[src/rtl/pc_npc_sequencer.sv]
// -----------------------------------------------------------------------------
// pc_npc_sequencer
//
// Program-counter sequencer for the SPARC datapath. Holds the architectural
// PC/nPC pair and applies delayed-branch semantics (including annul), JMPL
// linking, and a small LIFO trap stack that saves PC/nPC pairs across nested
// traps and restores them on RETRY/DONE.
//
// Parameters:
//   ADDR_W       width of PC, nPC and all address ports
//   INST_BYTES   increment per instruction (power of two)
//   RESET_VECTOR PC value after reset; nPC resets to RESET_VECTOR+INST_BYTES
//   DEPTH        number of trap-stack entries (>= 1)
//
// Ports:
//   Clk          clock, all state updates on the rising edge
//   RESET_n      asynchronous active-low reset
//   advance      apply op this cycle; when low, all state holds
//   op           000 SEQ, 001 BR, 010 JMPL, 011 TRAP, 100 RETRY, 101 DONE
//                (110/111 behave as SEQ)
//   cond_taken   branch condition result (BR only)
//   annul        branch annul bit (BR only)
//   target       branch/JMPL destination
//   trap_vec     trap handler address
//   pc, npc      current PC / nPC
//   link_pc      PC captured by the last JMPL
//   depth        number of valid trap-stack entries
//   stack_full   depth == DEPTH (combinational)
//   stack_empty  depth == 0 (combinational)
//   err_mode     sticky, set by a trap taken with the stack full
//   misalign     one-cycle pulse: used target/trap_vec had low bits set
//   underflow    one-cycle pulse: RETRY/DONE with an empty stack
// -----------------------------------------------------------------------------
module pc_npc_sequencer #(
  parameter int unsigned ADDR_W = 32,
  parameter int unsigned INST_BYTES = 4,
  parameter logic [ADDR_W-1:0] RESET_VECTOR = '0,
  parameter int unsigned DEPTH = 4
) (
  input  logic                       Clk,
  input  logic                       RESET_n,
  input  logic                       advance,
  input  logic [2:0]                 op,
  input  logic                       cond_taken,
  input  logic                       annul,
  input  logic [ADDR_W-1:0]          target,
  input  logic [ADDR_W-1:0]          trap_vec,
  output logic [ADDR_W-1:0]          pc,
  output logic [ADDR_W-1:0]          npc,
  output logic [ADDR_W-1:0]          link_pc,
  output logic [$clog2(DEPTH+1)-1:0] depth,
  output logic                       stack_full,
  output logic                       stack_empty,
  output logic                       err_mode,
  output logic                       misalign,
  output logic                       underflow
);

  localparam int unsigned DEPTH_W = $clog2(DEPTH + 1);
  localparam int unsigned IDX_W   = (DEPTH > 1) ? $clog2(DEPTH) : 1;

  localparam logic [ADDR_W-1:0]  INC        = ADDR_W'(INST_BYTES);
  localparam logic [ADDR_W-1:0]  INC2       = ADDR_W'(2 * INST_BYTES);
  localparam logic [ADDR_W-1:0]  ALIGN_MASK = ADDR_W'(INST_BYTES - 1);
  localparam logic [ADDR_W-1:0]  RESET_NPC  = RESET_VECTOR + INC;
  localparam logic [DEPTH_W-1:0] DEPTH_MAX  = DEPTH_W'(DEPTH);

  typedef enum logic [2:0] {
    OP_SEQ   = 3'b000,
    OP_BR    = 3'b001,
    OP_JMPL  = 3'b010,
    OP_TRAP  = 3'b011,
    OP_RETRY = 3'b100,
    OP_DONE  = 3'b101
  } op_e;

  // Architectural state
  logic [ADDR_W-1:0]  pc_q, pc_d;
  logic [ADDR_W-1:0]  npc_q, npc_d;
  logic [ADDR_W-1:0]  link_q, link_d;
  logic [DEPTH_W-1:0] depth_q, depth_d;
  logic               err_q, err_d;
  logic               mis_q, mis_d;
  logic               und_q, und_d;

  // Trap stack storage: one PC array and one nPC array, indexed by depth
  logic [ADDR_W-1:0] stk_pc  [DEPTH];
  logic [ADDR_W-1:0] stk_npc [DEPTH];
  logic              push;
  logic [IDX_W-1:0]  push_idx;
  logic [IDX_W-1:0]  pop_idx;
  logic [ADDR_W-1:0] top_pc;
  logic [ADDR_W-1:0] top_npc;

  // Aligned inputs and their misalignment flags
  logic [ADDR_W-1:0] target_al;
  logic [ADDR_W-1:0] vec_al;
  logic              target_mis;
  logic              vec_mis;
  logic              full;
  logic              empty;

  assign target_al  = target & ~ALIGN_MASK;
  assign vec_al     = trap_vec & ~ALIGN_MASK;
  assign target_mis = |(target & ALIGN_MASK);
  assign vec_mis    = |(trap_vec & ALIGN_MASK);

  assign full  = (depth_q == DEPTH_MAX);
  assign empty = (depth_q == '0);

  // Push lands at slot 'depth'; the top of stack lives at 'depth-1'. Both
  // truncations are safe: push only happens when not full, pop only when
  // not empty.
  assign push_idx = IDX_W'(depth_q);
  assign pop_idx  = IDX_W'(depth_q - DEPTH_W'(1));
  assign top_pc   = stk_pc[pop_idx];
  assign top_npc  = stk_npc[pop_idx];

  // ---------------------------------------------------------------------------
  // Next-state logic
  // ---------------------------------------------------------------------------
  always_comb begin
    // NOTE: every signal gets a default before any branch so no path leaves
    // it unassigned; otherwise synthesis infers a latch.
    pc_d    = pc_q;
    npc_d   = npc_q;
    link_d  = link_q;
    depth_d = depth_q;
    err_d   = err_q;
    mis_d   = 1'b0;
    und_d   = 1'b0;
    push    = 1'b0;

    if (advance) begin
      // Sequential flow is the fallback for most ops
      pc_d  = npc_q;
      npc_d = npc_q + INC;

      unique case (op_e'(op))
        OP_BR: begin
          if (cond_taken) begin
            npc_d = target_al;
            mis_d = target_mis;
          end else if (annul) begin
            // Untaken annulled branch: skip the delay slot
            pc_d  = npc_q + INC;
            npc_d = npc_q + INC2;
          end
        end

        OP_JMPL: begin
          link_d = pc_q;
          npc_d  = target_al;
          mis_d  = target_mis;
        end

        OP_TRAP: begin
          if (!full) begin
            push    = 1'b1;
            depth_d = depth_q + DEPTH_W'(1);
            pc_d    = vec_al;
            npc_d   = vec_al + INC;
            mis_d   = vec_mis;
          end else begin
            // Nowhere to save the context: fall back to the reset vector and
            // flag the error, but keep running.
            err_d = 1'b1;
            pc_d  = RESET_VECTOR;
            npc_d = RESET_NPC;
          end
        end

        OP_RETRY: begin
          if (!empty) begin
            depth_d = depth_q - DEPTH_W'(1);
            pc_d    = top_pc;
            npc_d   = top_npc;
          end else begin
            und_d = 1'b1;
          end
        end

        OP_DONE: begin
          if (!empty) begin
            depth_d = depth_q - DEPTH_W'(1);
            pc_d    = top_npc;
            npc_d   = top_npc + INC;
          end else begin
            und_d = 1'b1;
          end
        end

        default: ; // SEQ and unused encodings: sequential flow already set
      endcase
    end
  end

  // ---------------------------------------------------------------------------
  // State registers
  // ---------------------------------------------------------------------------
  always_ff @(posedge Clk or negedge RESET_n) begin
    if (!RESET_n) begin
      pc_q    <= RESET_VECTOR;
      npc_q   <= RESET_NPC;
      link_q  <= '0;
      depth_q <= '0;
      err_q   <= 1'b0;
      mis_q   <= 1'b0;
      und_q   <= 1'b0;
    end else begin
      // NOTE: non-blocking assignments so every register samples the values
      // from before this edge, independent of statement order.
      pc_q    <= pc_d;
      npc_q   <= npc_d;
      link_q  <= link_d;
      depth_q <= depth_d;
      err_q   <= err_d;
      mis_q   <= mis_d;
      und_q   <= und_d;
    end
  end

  // NOTE: the stack storage has no reset; depth alone defines which entries
  // are valid, so clearing the contents would only cost reset fan-out.
  always_ff @(posedge Clk) begin
    if (push) begin
      stk_pc[push_idx]  <= pc_q;
      stk_npc[push_idx] <= npc_q;
    end
  end

  // ---------------------------------------------------------------------------
  // Outputs
  // ---------------------------------------------------------------------------
  assign pc          = pc_q;
  assign npc         = npc_q;
  assign link_pc     = link_q;
  assign depth       = depth_q;
  assign stack_full  = full;
  assign stack_empty = empty;
  assign err_mode    = err_q;
  assign misalign    = mis_q;
  assign underflow   = und_q;

endmodule

[config.mk]
export PLATFORM = sky130hd
export DESIGN_NAME = pc_npc_sequencer
export DESIGN_NICKNAME = d
export VERILOG_FILES = /design/src/rtl/pc_npc_sequencer.sv
export SDC_FILE = /design/constraint.sdc
export NUM_CORES = 1
export LEC_CHECK = 0
export BUFFER_PORTS_ARGS = -buffer_cell sky130_fd_sc_hd__clkbuf_2
export CORE_ASPECT_RATIO = 0.75
export CORE_MARGIN = 2
export CORE_UTILIZATION = 54
export DETAILED_ROUTE_END_ITERATION = 8
export PLACE_DENSITY = 0.77
export REMOVE_ABC_BUFFERS = 1
export SLEW_MARGIN = 0
export SYNTH_ARGS = -nofsm -noshare
export SYNTH_HDL_FRONTEND = slang
export SYNTH_SLANG_ARGS = --single-unit
[constraint.sdc]
create_clock -name Clk -period 4.23 [get_ports Clk]
set_clock_uncertainty 0.05 [all_clocks]
set_input_delay 0.6345 -clock Clk [delete_from_list [all_inputs] [get_ports Clk]]
set_output_delay 0.6345 -clock Clk [all_outputs]
set_load 0.02 [all_outputs]
### After elaboration in Yosys (flattened, before gate mapping)

Memory sizes are Yosys's and may differ from the RTL's.
Cells that the tools add are included.

* memories: 2
* RAM bits: 256
* logic and storage cells: 58
* flip-flop bits (word level): 102

* muxes and demuxes: 27
* reductions and logical operators: 8
* eq/ne operators: 8
* add/sub/neg operators: 6

Memory list
* stk_npc: words 4, bits a word 32, rd ports 1, clocked after Yosys merged registers in 0, wr ports 1, line 88 `logic [ADDR_W-1:0] stk_npc [DEPTH];`
* stk_pc: words 4, bits a word 32, rd ports 1, clocked after Yosys merged registers in 0, wr ports 1, line 87 `logic [ADDR_W-1:0] stk_pc [DEPTH];`

Operators with widths (number)
* 32-bit 2-to-1 mux: 10
* 32-bit one-hot mux with 5 select lines: 1
* 32-bit one-hot mux with 4 select lines: 1
* 32-bit by 3-bit adder with 32-bit output (second input constant): 3
* 32-bit by 4-bit adder with 32-bit output (second input constant): 1
* 1-bit 2-to-1 mux: 11
* 3-bit == test (second input constant): 3
* 3-bit by 2-bit == test with 1-bit output (second input constant): 2
* 3-bit 2-to-1 mux: 2
* 3-bit one-hot mux with 2 select lines: 1
* 2-bit OR reduction: 3
* 2-bit inequality test (second input constant): 2
* 4-bit AND reduction: 1
* 3-bit by 1-bit adder with 3-bit output (second input constant): 1
* 3-bit by 1-bit == test with 1-bit output (second input constant): 1
* 3-bit logical NOT: 1
* 1-bit one-hot mux with 3 select lines: 1
* 3-bit AND reduction: 1
* 3-bit by 1-bit subtractor with 3-bit output (second input constant): 1
* 2-bit AND reduction: 1
* 2-bit nonzero test: 1

### Longest topological paths before layout

Gate-level depths: netlist of run 1.

* depth in word-level cells: 6
* gate-level depth with buffers: 17

### Least setup slack after synthesis of run 1

Ideal clock, no wire load.

* kind: register to register
* start: register depth_q[0], in the netlist depth[0]
* end: memory stk_npc[1][0] (enable)
* setup time: 0.429 ns
* path slack: -0.516 ns
* data required time: 3.751 ns
* path buffers: 8
* arrival: 4.267 ns
* period minus slack after synthesis: 4.746 ns
* stages on the path, launching flop included: 14
* cell sequence: dfrtp_1 > buf_6 > buf_12 > buf_6 > buf_4 > buf_4 > inv_1 > ha_1 > nand2_1 > and2_1 > buf_2 > buf_2 > clkbuf_1 > and3_1

* cells in the longest elaborated chain, start to end: 6

RTL lines
* start: declaration: line 81 `logic [DEPTH_W-1:0] depth_q, depth_d;`
* start signal: assignment: line 216 `depth_q <= depth_d;`
* 3-bit == test: line 108 `assign full = (depth_q == DEPTH_MAX);`
* 1-bit 2-to-1 mux: line 158 `if (!full) begin`
* 1-bit 2-to-1 mux: line 139 `unique case (op_e'(op))`
* 1-bit 2-to-1 mux: line 134 `if (advance) begin`
* 1-bit 2-to-1 mux: line 226 `if (push) begin`
* 1-bit 2-to-1 mux (not written as such): line 228 `stk_npc[push_idx] <= npc_q;`
* end: declaration: line 88

Parallel ways exist; a longest one is shown, timed or not.

### Final worst setup path of run 1

* start: register depth_q[1], in the netlist depth[1]
* end: register npc_q[29], in the netlist npc[29]

* cells in the longest elaborated chain, start to end: 5
* elaborated cells on any way between the ends: 9
* those cells by class: add/sub: 2; eq/ne: 1; mux: 4; reduce/logical: 1; memory: 1

RTL lines
* 3-bit by 1-bit subtractor with 3-bit output
* memory read 4 x 32 bit
* 32-bit by 3-bit adder with 32-bit output: line 187 `npc_d = top_npc + INC;`
* 32-bit 2-to-1 mux: line 184 `if (!empty) begin`
* 32-bit one-hot mux with 5 select lines (*): line 139
* end signal: assignment: line 214 `npc_q <= npc_d;`
* end: declaration: line 79 `logic [ADDR_W-1:0] npc_q, npc_d;`

Mark *: on every way between the ends. The rest lies on a longest branch, timed or not.
A chain may end at the register's enable or synchronous reset.

==> results of run 1 <==
[cell usage in the layout (no fill, tap or decap), drive strengths merged, types with 5 or more instances in the layout]
| cell | netlist | layout |
|---|---|---|
| a211oi | 8 | 8 |
| a21oi | 79 | 79 |
| a221o | 5 | 5 |
| a221oi | 29 | 29 |
| a222oi | 11 | 11 |
| a22oi | 11 | 11 |
| a31oi | 16 | 16 |
| and2 | 10 | 10 |
| and3 | 23 | 23 |
| and4 | 17 | 17 |
| buf | 39 | 59 |
| clkbuf | 72 | 224 |
| clkinv | 1 | 9 |
| dfrtp | 101 | 101 |
| edfxtp | 256 | 256 |
| ha | 12 | 12 |
| inv | 32 | 34 |
| mux2 | 43 | 43 |
| mux2i | 28 | 28 |
| mux4 | 64 | 64 |
| nand2 | 120 | 120 |
| nand2b | 6 | 6 |
| nand3 | 40 | 40 |
| nand4 | 34 | 34 |
| nor2 | 93 | 93 |
| nor3 | 24 | 24 |
| nor4 | 17 | 17 |
| o2111ai | 7 | 7 |
| o211ai | 9 | 9 |
| o21a | 12 | 12 |
| o21ai | 77 | 77 |
| o221ai | 22 | 22 |
| o22a | 6 | 6 |
| o22ai | 16 | 16 |
| xnor2 | 51 | 51 |
| xor2 | 38 | 38 |
[flip-flops by register name, summed over array words and instances (netlist names)]
signal     count
pc            32
underflow      1
misalign       1
npc           32
stk_npc      128
stk_pc       128
depth          3
err_mode       1
link_pc       32
[power groups by stage]
stage / clock network (mW) / logic [mW] / registers, mW
2_1_floorplan: 0 / 2.76 / 5.51
3_3_place_gp: 0 / 4.79 / 5.13
3_5_place_dp: 0 / 4.86 / 5.17
4_1_cts: 3.13 / 4.89 / 5.10
5_1_grt: 3.26 / 5.26 / 5.20
6_report: 3.09 / 4.95 / 5.12
[final cells by class]
cell class	instances	area, um2
clock buffers	51	1020
fillers	2641	12600
clock inverters	13	110
repair buffers	232	1370
well taps	450	563
inverters	33	124
multi-input cells	978	7540
flip-flops and latches	358	10200
[kinds of logic after synthesis]
logic type / count (synthesis)
fa+ha+maj: 12
flops: 358
mux: 135
xor+xnor: 89
buf+inv: 144
simple gates: 403
compound gates: 339
[how the worst max path moves through the flow]
stage	slack, ns	start	end	cells after the start
2_1_floorplan	-2.50	depth[0]	npc[29]	9
3_3_place_gp	0.73	op[2]	npc[22]	8
3_5_place_dp	0.72	depth[1]	pc[27]	10
4_1_cts	0.69	depth[1]	npc[29]	11
5_1_grt	0.51	depth[1]	pc[27]	10
6_report	0.63	depth[1]	npc[29]	11
[metal layers]
layer,routed length (um),global-route usage (%)
met1,26100,53.3
met2,27000,51.5
met3,6930,6.56
met4,1710,10.2
met5,13,0
[critical path, stage by stage, from the launching register on]
cell                      delay (ns)
sky130_fd_sc_hd__dfrtp_1        0.40
sky130_fd_sc_hd__inv_1          0.12
sky130_fd_sc_hd__ha_2           0.73
sky130_fd_sc_hd__buf_4          0.33
sky130_fd_sc_hd__buf_4          0.17
sky130_fd_sc_hd__mux4_2         0.25
sky130_fd_sc_hd__nand3_1        0.15
sky130_fd_sc_hd__nor4_4         0.38
sky130_fd_sc_hd__nand4_1        0.17
sky130_fd_sc_hd__xnor2_1        0.16
sky130_fd_sc_hd__a221o_1        0.35
sky130_fd_sc_hd__o22a_1         0.17
[per-stage QoR]
| step | cell area [um2] | setup slack (ns) | std cells |
|---|---|---|---|
| final | 21000 | 0.629 | 2115 |
| after global routing | 21000 | 0.507 | 2115 |
| after CTS | 21000 | 0.693 | 2115 |
| after detailed placement | 19800 | 0.724 | 2051 |
| after global placement | 19800 | 0.733 | 2051 |
| after floorplan | 17900 | -2.50 | 1369 |
==> reports/metrics.cfg, run 1 <==
[logic_synthesis]
synth_sequential_area_ratio_pct=55.8
synth_seq_cells=358
dominantRegCellSynth=sky130_fd_sc_hd__edfxtp_1
number_of_enable_flip_flop_cells_after_synthesis=256
synth_top_cell_area_share_pct=41.9
area_share_of_xor_xnor_cells_in_the_synthesized_design_pct=4.25
synth.top_cells.by_area=sky130_fd_sc_hd__edfxtp_1 (42%), sky130_fd_sc_hd__dfrtp_1 (14%), sky130_fd_sc_hd__mux4_2 (6.9%)
yosysMostFrequentCell=sky130_fd_sc_hd__edfxtp_1
post_synth_and_or_nand_nor_area_fraction_pct=11.2
post_synth_most_frequent_cells=sky130_fd_sc_hd__edfxtp_1 (256), sky130_fd_sc_hd__nand2_1 (120), sky130_fd_sc_hd__dfrtp_1 (101)
synth_compound_gate_area_share_pct=12.4
asyncSetResetFlopFracSynth_pct=28.5
muxShareOfSynthArea_pct=12.2
synthesis_warnings=0
synth_adder_area_share_pct=0.818
post-synth-top-area-cell=sky130_fd_sc_hd__edfxtp_1
postSynthCellCount=1480
ys_types=80
synth.cell_area_mm2=0.0184
largest_family_of_logic_cells_by_synthesized_area=compound AO/OA/AOI/OAI gates
synth.avg_cell_area_um2=12.4

[critical_path]
timing.critical_path.arrival_ns=3.95
required_ns=4.58
criticalPathCategory=flop to flop
critPathLaunchType=flop
cp_max_fo=19
r2r_start=depth[1]
reg2regPathDepth=11
crit-reg2reg-capture=npc[29]
timing.reg2reg.setup_slack_ns=0.63
critical_path.endpoint_type=flop

[power]
power.leakage_nw=7.64
power_density_mw_per_mm2=628
fin_total_pwr_mw=13.2
share_of_total_power_in_combinational_logic_pct=37.6
power_switching_mw=5.05
power.clock.fraction_pct=23.5
switching_share_pct=38.4
vdd.ir_drop.worst_mv=0.619
power.share.sequential_pct=38.9
power.internal_mw=8.12

[route]
ant_nets_after_route=0
drc_errors=0
detailroute.via_count=14300
routed_len_inst_um=29.2
route.final.wire_length_mm=61.7
drt_pass1_iterations=7
detailedRoute.firstIterationViolations=2099
drt-vias-per-instance=6.77

[sta]
report.final.setup_viol=0
final_min_period_over_clock_period_pct=85.1
max_slew_margin_pct=22.6
timing.fmax_ghz=0.278
timing_hold_violations_final=0
finalSetupTns_ns=0
final_max_slew_viol_count=0
final.min_clock_period_ns=3.60
hold_ws_ns=0.133
timing_worst_slew_pin_value_ns=1.16
setup_repair_after_global_routing_missed_its_margin=no

[finish]
post-route-util_pct=62.5
drive_above_1_share_pct=24.7
antenna-diode-count=0
flow.area_growth_from_synthesis_pct=14.2
design.final.nets=1723

[floorplanning]
ios=176
die_width_um=217
row_count=58
coreArea_mm2=0.0335
design.die.area_mm2=0.0355
start_util_pct=54.8
floorplan.die.height_um=164

[clock_tree]
cts_buffer_depth=3
cts.htree.levels=2
cts-resized-gates=0
path_clk_slew_ns=0.07
cts-buffers-inserted=36
holdBufCountCts=0
worst_skew_pair.late_latency_ns=0.54
cts.root.buffer_cell=sky130_fd_sc_hd__clkbuf_16
post-cts-setup-buffer-count=0
cts_tree=done
clkSinkCount=358

[place]
globalplace.congestion=0.981
port_buffers=175
detailed_place_hpwl_mm=41.9

[run]
max_cap_violations=0

[global_routing]
gr-usage-all-layers_pct=35.0
maximum_number_of_pins_on_one_net_before_global_route_repair=68
global_route_wire_length_before_repair_mm=90.8
vias_in_the_first_global_route=13700
grt_antenna_before_repair=1
grt_overflow=0

[hold_path]
hold_class=input port to asynchronous set/reset pin

[run_status]
run_status=complete, no violations

Power figures use the tool's default switching activity.
==> inputs of run 2 (changes only) <==
==> constraint.sdc (replaced) <==
create_clock -name Clk -period 4.23 [get_ports Clk]
set_clock_uncertainty 0.05 [all_clocks]
set_input_delay 0.2115 -clock Clk [delete_from_list [all_inputs] [get_ports Clk]]
set_output_delay 0.2115 -clock Clk [all_outputs]
set_load 0.02 [all_outputs]
==> run 2 against run 1 <==
Net effect: critical path depth decreased by 1; non-clock buffer count shrank 2; via count rose by 0.23%; fmax down 1.4%; hold slack lost 0.11 ns; clock power rose by 7.4%; global-route usage shrank 1.4 points; die area stayed put; sequential share of layout area shrank 0.11 points; sequential cell count unchanged; power up 1.6%; highest routed layer unchanged; critical path type unchanged.
==> reports/metrics.cfg, run 2 (synthesis gave the netlist of run 1 again) <==
[clock_tree]
cts_buffer_depth=3  ; unchanged
path_clk_slew_ns=0.08  ; was 0.07 ns
cts.root.buffer_cell=sky130_fd_sc_hd__clkbuf_16  ; unchanged
cts_tree=done  ; unchanged
cts-buffers-inserted=36  ; unchanged
cts-resized-gates=0  ; unchanged
clkSinkCount=358  ; unchanged
worst_skew_pair.late_latency_ns=0.55  ; was 0.54 ns
cts.htree.levels=2  ; unchanged

[critical_path]
critPathLaunchType=flop  ; unchanged
reg2regPathDepth=10  ; was 11
timing.critical_path.arrival_ns=4.00  ; was 3.95 ns
r2r_start=depth[0]  ; was depth[1]
cp_cell_sequence=inv_1 > ha_2 > buf_4 > mux4_2 > nand4_1 > nor4_2 > nand3_1 > xnor2_1 > a222oi_1 > o21ai_0  ; was inv_1 > ha_2 > buf_4 > buf_4 > mux4_2 > nand3_1 > nor4_4 > nand4_1 > xnor2_1 > a221o_1 > o22a_1
timing.reg2reg.setup_slack_ns=0.58  ; was 0.63 ns
cp_max_fo=21  ; was 19
family_with_the_most_delay_on_the_worst_path=simple AND/OR/NAND/NOR gates  ; was adder cells
required_ns=4.58  ; about the same
crit-reg2reg-capture=npc[18]  ; was npc[29]
criticalPathCategory=flop to flop  ; unchanged
critical_path.endpoint_type=flop  ; unchanged
critical-path-max-stage-delay_ns=0.79  ; was 0.73 ns
timing.critical_path.slowest_stage_cell=sky130_fd_sc_hd__nor4_2  ; was sky130_fd_sc_hd__ha_2
crit_buf_inv=2  ; was 3

[hold_path]
hold_path_startpoint=target[22]
min_delay_worst_endpoint=npc[22]
timing.hold.worst_path_depth=3
hold_class=input port to flop  ; was input port to asynchronous set/reset pin

[route]
detailroute.via_count=14400  ; was 14300
drc_errors=0  ; unchanged
detailedRoute.firstIterationViolations=2257  ; was 2099
drt-vias-per-instance=6.80  ; was 6.77
drt_pass1_iterations=9  ; was 7
ant_nets_after_route=0  ; unchanged
route.final.wire_length_mm=59.6  ; was 61.7 mm
routed_len_inst_um=28.2  ; was 29.2 um

[global_routing]
maximum_number_of_pins_on_one_net_before_global_route_repair=68  ; unchanged
vias_in_the_first_global_route=13500  ; was 13700
grt_antenna_before_repair=1  ; unchanged
global_route_wire_length_before_repair_mm=88.4  ; was 90.8 mm
gr-usage-all-layers_pct=33.7  ; was 35.0%
grt_overflow=0  ; unchanged

[run]
max_cap_violations=0  ; unchanged

[place]
detailed_place_hpwl_mm=40.4  ; was 41.9 mm
globalplace.congestion=1.02  ; was 0.981
port_buffers=175  ; unchanged
area_after_dpl_mm2=0.0198  ; about the same

[floorplanning]
coreArea_mm2=0.0335  ; unchanged
start_util_pct=54.8  ; unchanged
ios=176  ; unchanged
floorplan.die.height_um=164  ; unchanged
design.die.area_mm2=0.0355  ; unchanged
die_width_um=217  ; unchanged
row_count=58  ; unchanged

[sta]
timing_worst_slew_pin_value_ns=1.22  ; was 1.16 ns
max_slew_margin_pct=18.4  ; was 22.6%
setup_repair_after_global_routing_missed_its_margin=no  ; unchanged
report.final.setup_viol=0  ; unchanged
final_max_slew_viol_count=0  ; unchanged
timing.fmax_ghz=0.274  ; was 0.278 GHz
final.min_clock_period_ns=3.65  ; was 3.60 ns
final_min_period_over_clock_period_pct=86.4  ; was 85.1%
timing_hold_violations_final=0  ; unchanged

[power]
power_density_mw_per_mm2=636  ; was 628 mW/mm2
vdd.ir_drop.worst_mv=0.464  ; was 0.619 mV
power.leakage_nw=7.66  ; was 7.64 nW
fin_total_pwr_mw=13.4  ; was 13.2 mW

[finish]
finish.instance_area_mm2=0.0210  ; about the same
design.final.nets=1721  ; was 1723
mostFrequentLayoutCells=sky130_fd_sc_hd__edfxtp_1 (256), sky130_fd_sc_hd__clkbuf_2 (173), sky130_fd_sc_hd__nand2_1 (120)  ; unchanged
drive_above_1_share_pct=24.4  ; was 24.7%
flow.area_growth_from_synthesis_pct=14.5  ; was 14.2%
antenna-diode-count=0  ; unchanged
reg_top3=stk_npc (128), stk_pc (128)  ; unchanged
layout.cells.most_common=sky130_fd_sc_hd__edfxtp_1  ; unchanged

[run_status]
run_status=complete, no violations  ; unchanged

==> run 2: cell count changes in the layout (fill, tap and decap cells not counted), sizes merged <==
cell,previous run,this run
bufinv,1,5
clkinvlp,2,1
inv,34,35
dlygate4sd3,0,6
clkinv,9,13
clkbuf,224,215
buf,59,51
==> run 2: worst max path at each step <==
| stage | from | end | cells after the start |
|---|---|---|---|
| after global placement | depth[0] | npc[18] | 10 |
| after global routing | depth[0] | npc[18] | 10 |
| final | depth[0] | npc[18] | 10 |
| after floorplan | depth[0] | npc[29] | 9 |
| after CTS | depth[0] | npc[18] | 10 |
| after detailed placement | depth[0] | npc[18] | 10 |
==> run 2: through the flow <==
step           setup WS, ns  instances  hold slack (ns)  setup TNS, ns  util, %
6_report              0.576       2112           0.0221              0     62.7
5_1_grt               0.394       2112           0.0256              0     62.7
4_1_cts               0.660       2112          0.00158              0     62.7
3_5_place_dp          0.645       2043            0.260              0     58.9
3_3_place_gp          0.782       2043            0.258              0     58.9
2_1_floorplan         -2.50       1369           -0.134        -749.98        -
==> run 2: power breakdown <==
part / internal [mW] / switching, mW
logic: 1.97 / 2.96
clock network: 1.93 / 1.39
registers: 4.39 / 0.733
==> run 2: area by class of cell <==
type / instances / area, um2
fill: 2607 / 12500
sequential: 358 / 10200
multi-input combinational: 978 / 7540
timing repair buffer: 230 / 1350
clock buffer: 42 / 955
tap: 450 / 563
clock inverter: 21 / 248
inverter: 33 / 124
==> run 2: worst reg2reg max path: cells and delay by family (launching register included) <==
family                   cells  cell delay (ns)
adder cells (fa/ha/maj)      1             0.37
AO/OA/AOI/OAI                2             0.43
flip-flops                   1             0.43
multiplexers                 1             0.38
XOR/XNOR                     1             0.16
AND/OR/NAND/NOR              3             1.30
buffers and inverters        2             0.43
==> run 2: layer usage <==
metal | track usage [%] | share of wire (%)
met1 | 50.2 | 42
met2 | 49.7 | 43
met3 | 6.94 | 11
met4 | 11.2 | 3.3
met5 | 0 | 0.022
==> run 2: timing repair <==
action	in CTS	in global routing
hold buffers	6	0
endpoints found under the hold margin	46	0
buffers inserted	0	0
==> inputs of run 3 (changes only) <==
Settings changed: CORE_UTILIZATION 54 to 60, PLACE_DENSITY 0.77 to 0.81.
Clock period 4.23 ns to 4.1 ns, I/O delays scaled along.
==> run 3 against run 2 <==
Net effect: fmax is 1.1% lower; design area shrank 0.30%; die area decreased by 9.8%; clock power down 4%; power grew 1.5%; combinational power is 5.3% higher; via count rose by 1.7%; clock-buffer cell count rose by 9; critical endpoint unchanged; largest cell class unchanged.
==> reports/metrics.cfg, run 3 (synthesis gave the netlist of run 1 again) <==
[run_status]
run_status=complete, no violations  ; unchanged

[sta]
final_max_slew_viol_count=0  ; unchanged
finalSetupTns_ns=0  ; unchanged
report.final.setup_viol=0  ; unchanged
timing_hold_violations_final=0  ; unchanged
final.min_clock_period_ns=3.69  ; was 3.65 ns
timing.fmax_ghz=0.271  ; was 0.274 GHz
timing_worst_slew_pin_value_ns=1.06  ; was 1.22 ns
max_slew_margin_pct=29.3  ; was 18.4%
final_min_period_over_clock_period_pct=90.1  ; was 86.4%
setup_repair_after_global_routing_missed_its_margin=no  ; unchanged

[clock_tree]
path_clk_slew_ns=0.07  ; was 0.08 ns
worst_skew_pair.late_latency_ns=0.54  ; was 0.55 ns
cts.htree.levels=2  ; unchanged
cts_tree=done  ; unchanged
cts.root.buffer_cell=sky130_fd_sc_hd__clkbuf_16  ; unchanged
cts_buffer_depth=3  ; unchanged
clkSinkCount=358  ; unchanged
cts-buffers-inserted=35  ; was 36
cts-resized-gates=0  ; unchanged

[floorplanning]
floorplan.die.height_um=156  ; was 164 um
row_count=55  ; was 58
start_util_pct=60.9  ; was 54.8%
coreArea_mm2=0.0301  ; was 0.0335 mm2
ios=176  ; unchanged
die_width_um=206  ; was 217 um
design.die.area_mm2=0.0320  ; was 0.0355 mm2

[global_routing]
gr-usage-all-layers_pct=38.2  ; was 33.7%
maximum_number_of_pins_on_one_net_before_global_route_repair=68  ; unchanged
grt_antenna_before_repair=1  ; unchanged
grt_overflow=0  ; unchanged
vias_in_the_first_global_route=14000  ; was 13500
global_route_wire_length_before_repair_mm=89.5  ; was 88.4 mm

[critical_path]
criticalPathCategory=flop to flop  ; unchanged
critical_path.endpoint_type=flop  ; unchanged
timing.critical_path.arrival_ns=4.03  ; was 4.00 ns
r2r_start=depth[1]  ; was depth[0]
cp-startpoint=depth[1]  ; was depth[0]
cp_max_fo=24  ; was 21
required_ns=4.44  ; was 4.58 ns
critPathLaunchType=flop  ; unchanged
reg2regPathDepth=10  ; unchanged

[hold_path]
timing.hold.worst_path_depth=3  ; unchanged
hold_path_startpoint=target[9]  ; was target[22]
hold_class=input port to flop  ; unchanged

[finish]
post-route-util_pct=69.5  ; was 62.7%
reg_top3=stk_npc (128), stk_pc (128)  ; unchanged
layout.cells.most_common=sky130_fd_sc_hd__edfxtp_1  ; unchanged
antenna-diode-count=0  ; unchanged
finish.instance_area_mm2=0.0210  ; about the same
design.final.nets=1733  ; was 1721
flow.area_growth_from_synthesis_pct=14.1  ; was 14.5%
layout.cells.non_filler=2074  ; was 2112
drive_above_1_share_pct=24.5  ; was 24.4%
fillCellCount=2123  ; was 2607
mostFrequentLayoutCells=sky130_fd_sc_hd__edfxtp_1 (256), sky130_fd_sc_hd__clkbuf_2 (173), sky130_fd_sc_hd__nand2_1 (120)  ; unchanged

[route]
drt-vias-per-instance=7.04  ; was 6.80
route.final.wire_length_mm=60.7  ; was 59.6 mm
detailroute.via_count=14600  ; was 14400
detailedRoute.firstIterationViolations=2394  ; was 2257
drc_errors=0  ; unchanged
ant_nets_after_route=0  ; unchanged
drt_pass1_iterations=6  ; was 9
routed_len_inst_um=29.3  ; was 28.2 um

[power]
power.leakage_nw=7.68  ; was 7.66 nW
power.internal_mw=8.36  ; was 8.29 mW
vdd.ir_drop.worst_mv=0.511  ; was 0.464 mV
power_density_mw_per_mm2=648  ; was 636 mW/mm2
power_switching_mw=5.21  ; was 5.08 mW
power.share.sequential_pct=38.4  ; was 38.3%
power.clock.fraction_pct=23.4  ; was 24.9%
switching_share_pct=38.4  ; was 38.0%
share_of_total_power_in_combinational_logic_pct=38.2  ; was 36.8%
fin_total_pwr_mw=13.6  ; was 13.4 mW

[place]
detailed_place_hpwl_mm=41.1  ; was 40.4 mm
port_buffers=175  ; unchanged
area_after_dpl_mm2=0.0198  ; about the same
globalplace.congestion=1.01  ; was 1.02
placed_instances=2004  ; was 2043

[run]
max_cap_violations=0  ; unchanged

==> run 3: cell count changes in the layout (fill, tap and decap cells not counted), sizes merged <==
cell,previous run,this run
buf,51,63
bufinv,5,1
clkbuf,215,224
clkinv,13,10
clkinvlp,1,0
dlygate4sd3,6,7
inv,35,34
==> run 3: final timing paths <==
path                               endpoint  slack, ns
min in group asynchronous       link_pc[22]       0.29
worst min register to register     err_mode       0.44
max in group asynchronous            npc[2]       2.84
worst max-delay path                npc[18]       0.41
worst min-delay path                 npc[9]       0.01
worst max register to register      npc[18]       0.41
==> run 3: cell type report <==
| type | count | area [um2] | share of cell area [%] |
|---|---|---|---|
| Tap cell | 399 | 499 | 2.38 |
| Clock buffer | 51 | 1020 | 4.86 |
| Inverter | 33 | 124 | 0.591 |
| Clock inverter | 12 | 92.6 | 0.442 |
| Multi-Input combinational cell | 978 | 7530 | 35.9 |
| Sequential cell | 358 | 10200 | 48.9 |
| Timing Repair Buffer | 243 | 1450 | 6.90 |
==> run 3: worst max-delay path: stages, from the launching register on <==
cell,delay (ns)
sky130_fd_sc_hd__dfrtp_1,0.41
sky130_fd_sc_hd__inv_1,0.11
sky130_fd_sc_hd__ha_2,0.51
sky130_fd_sc_hd__buf_4,0.38
sky130_fd_sc_hd__mux4_1,0.39
sky130_fd_sc_hd__nand3_1,0.21
sky130_fd_sc_hd__nor4_2,0.72
sky130_fd_sc_hd__nand3_1,0.18
sky130_fd_sc_hd__xnor2_1,0.16
sky130_fd_sc_hd__a222oi_1,0.30
sky130_fd_sc_hd__o21ai_0,0.12
==> run 3: stage by stage <==
| step | setup slack (ns) | hold WS, ns |
|---|---|---|
| after detailed placement | 0.440 | 0.324 |
| after global routing | 0.237 | 0.0231 |
| after floorplan | -2.63 | -0.141 |
| after CTS | 0.441 | 0.00113 |
| final | 0.407 | 0.00951 |
| after global placement | 0.561 | 0.348 |
==> run 3: what timing repair did <==
action	in CTS	in global routing
hold buffers	7	0
setup buffers	0	0
endpoints found under the hold margin	60	0
==> run 3: power groups by stage <==
stage          sequential (mW)  clock, mW  combinational [mW]
2_1_floorplan             5.68          0                2.85
3_3_place_gp              5.20          0                4.98
3_5_place_dp              5.26          0                5.06
4_1_cts                   5.19       3.19                5.12
5_1_grt                   5.28       3.32                5.48
6_report                  5.21       3.18                5.19
==> run 3: metal layers <==
layer / share of wire, % / global-route usage [%] / up-vias
li1: - / - / 6099
met1: 40 / 56.3 / 7158
met2: 44 / 56.0 / 1173
met3: 13 / 9.26 / 173
met4: 3.3 / 12.8 / 0
met5: 0 / 0 / -
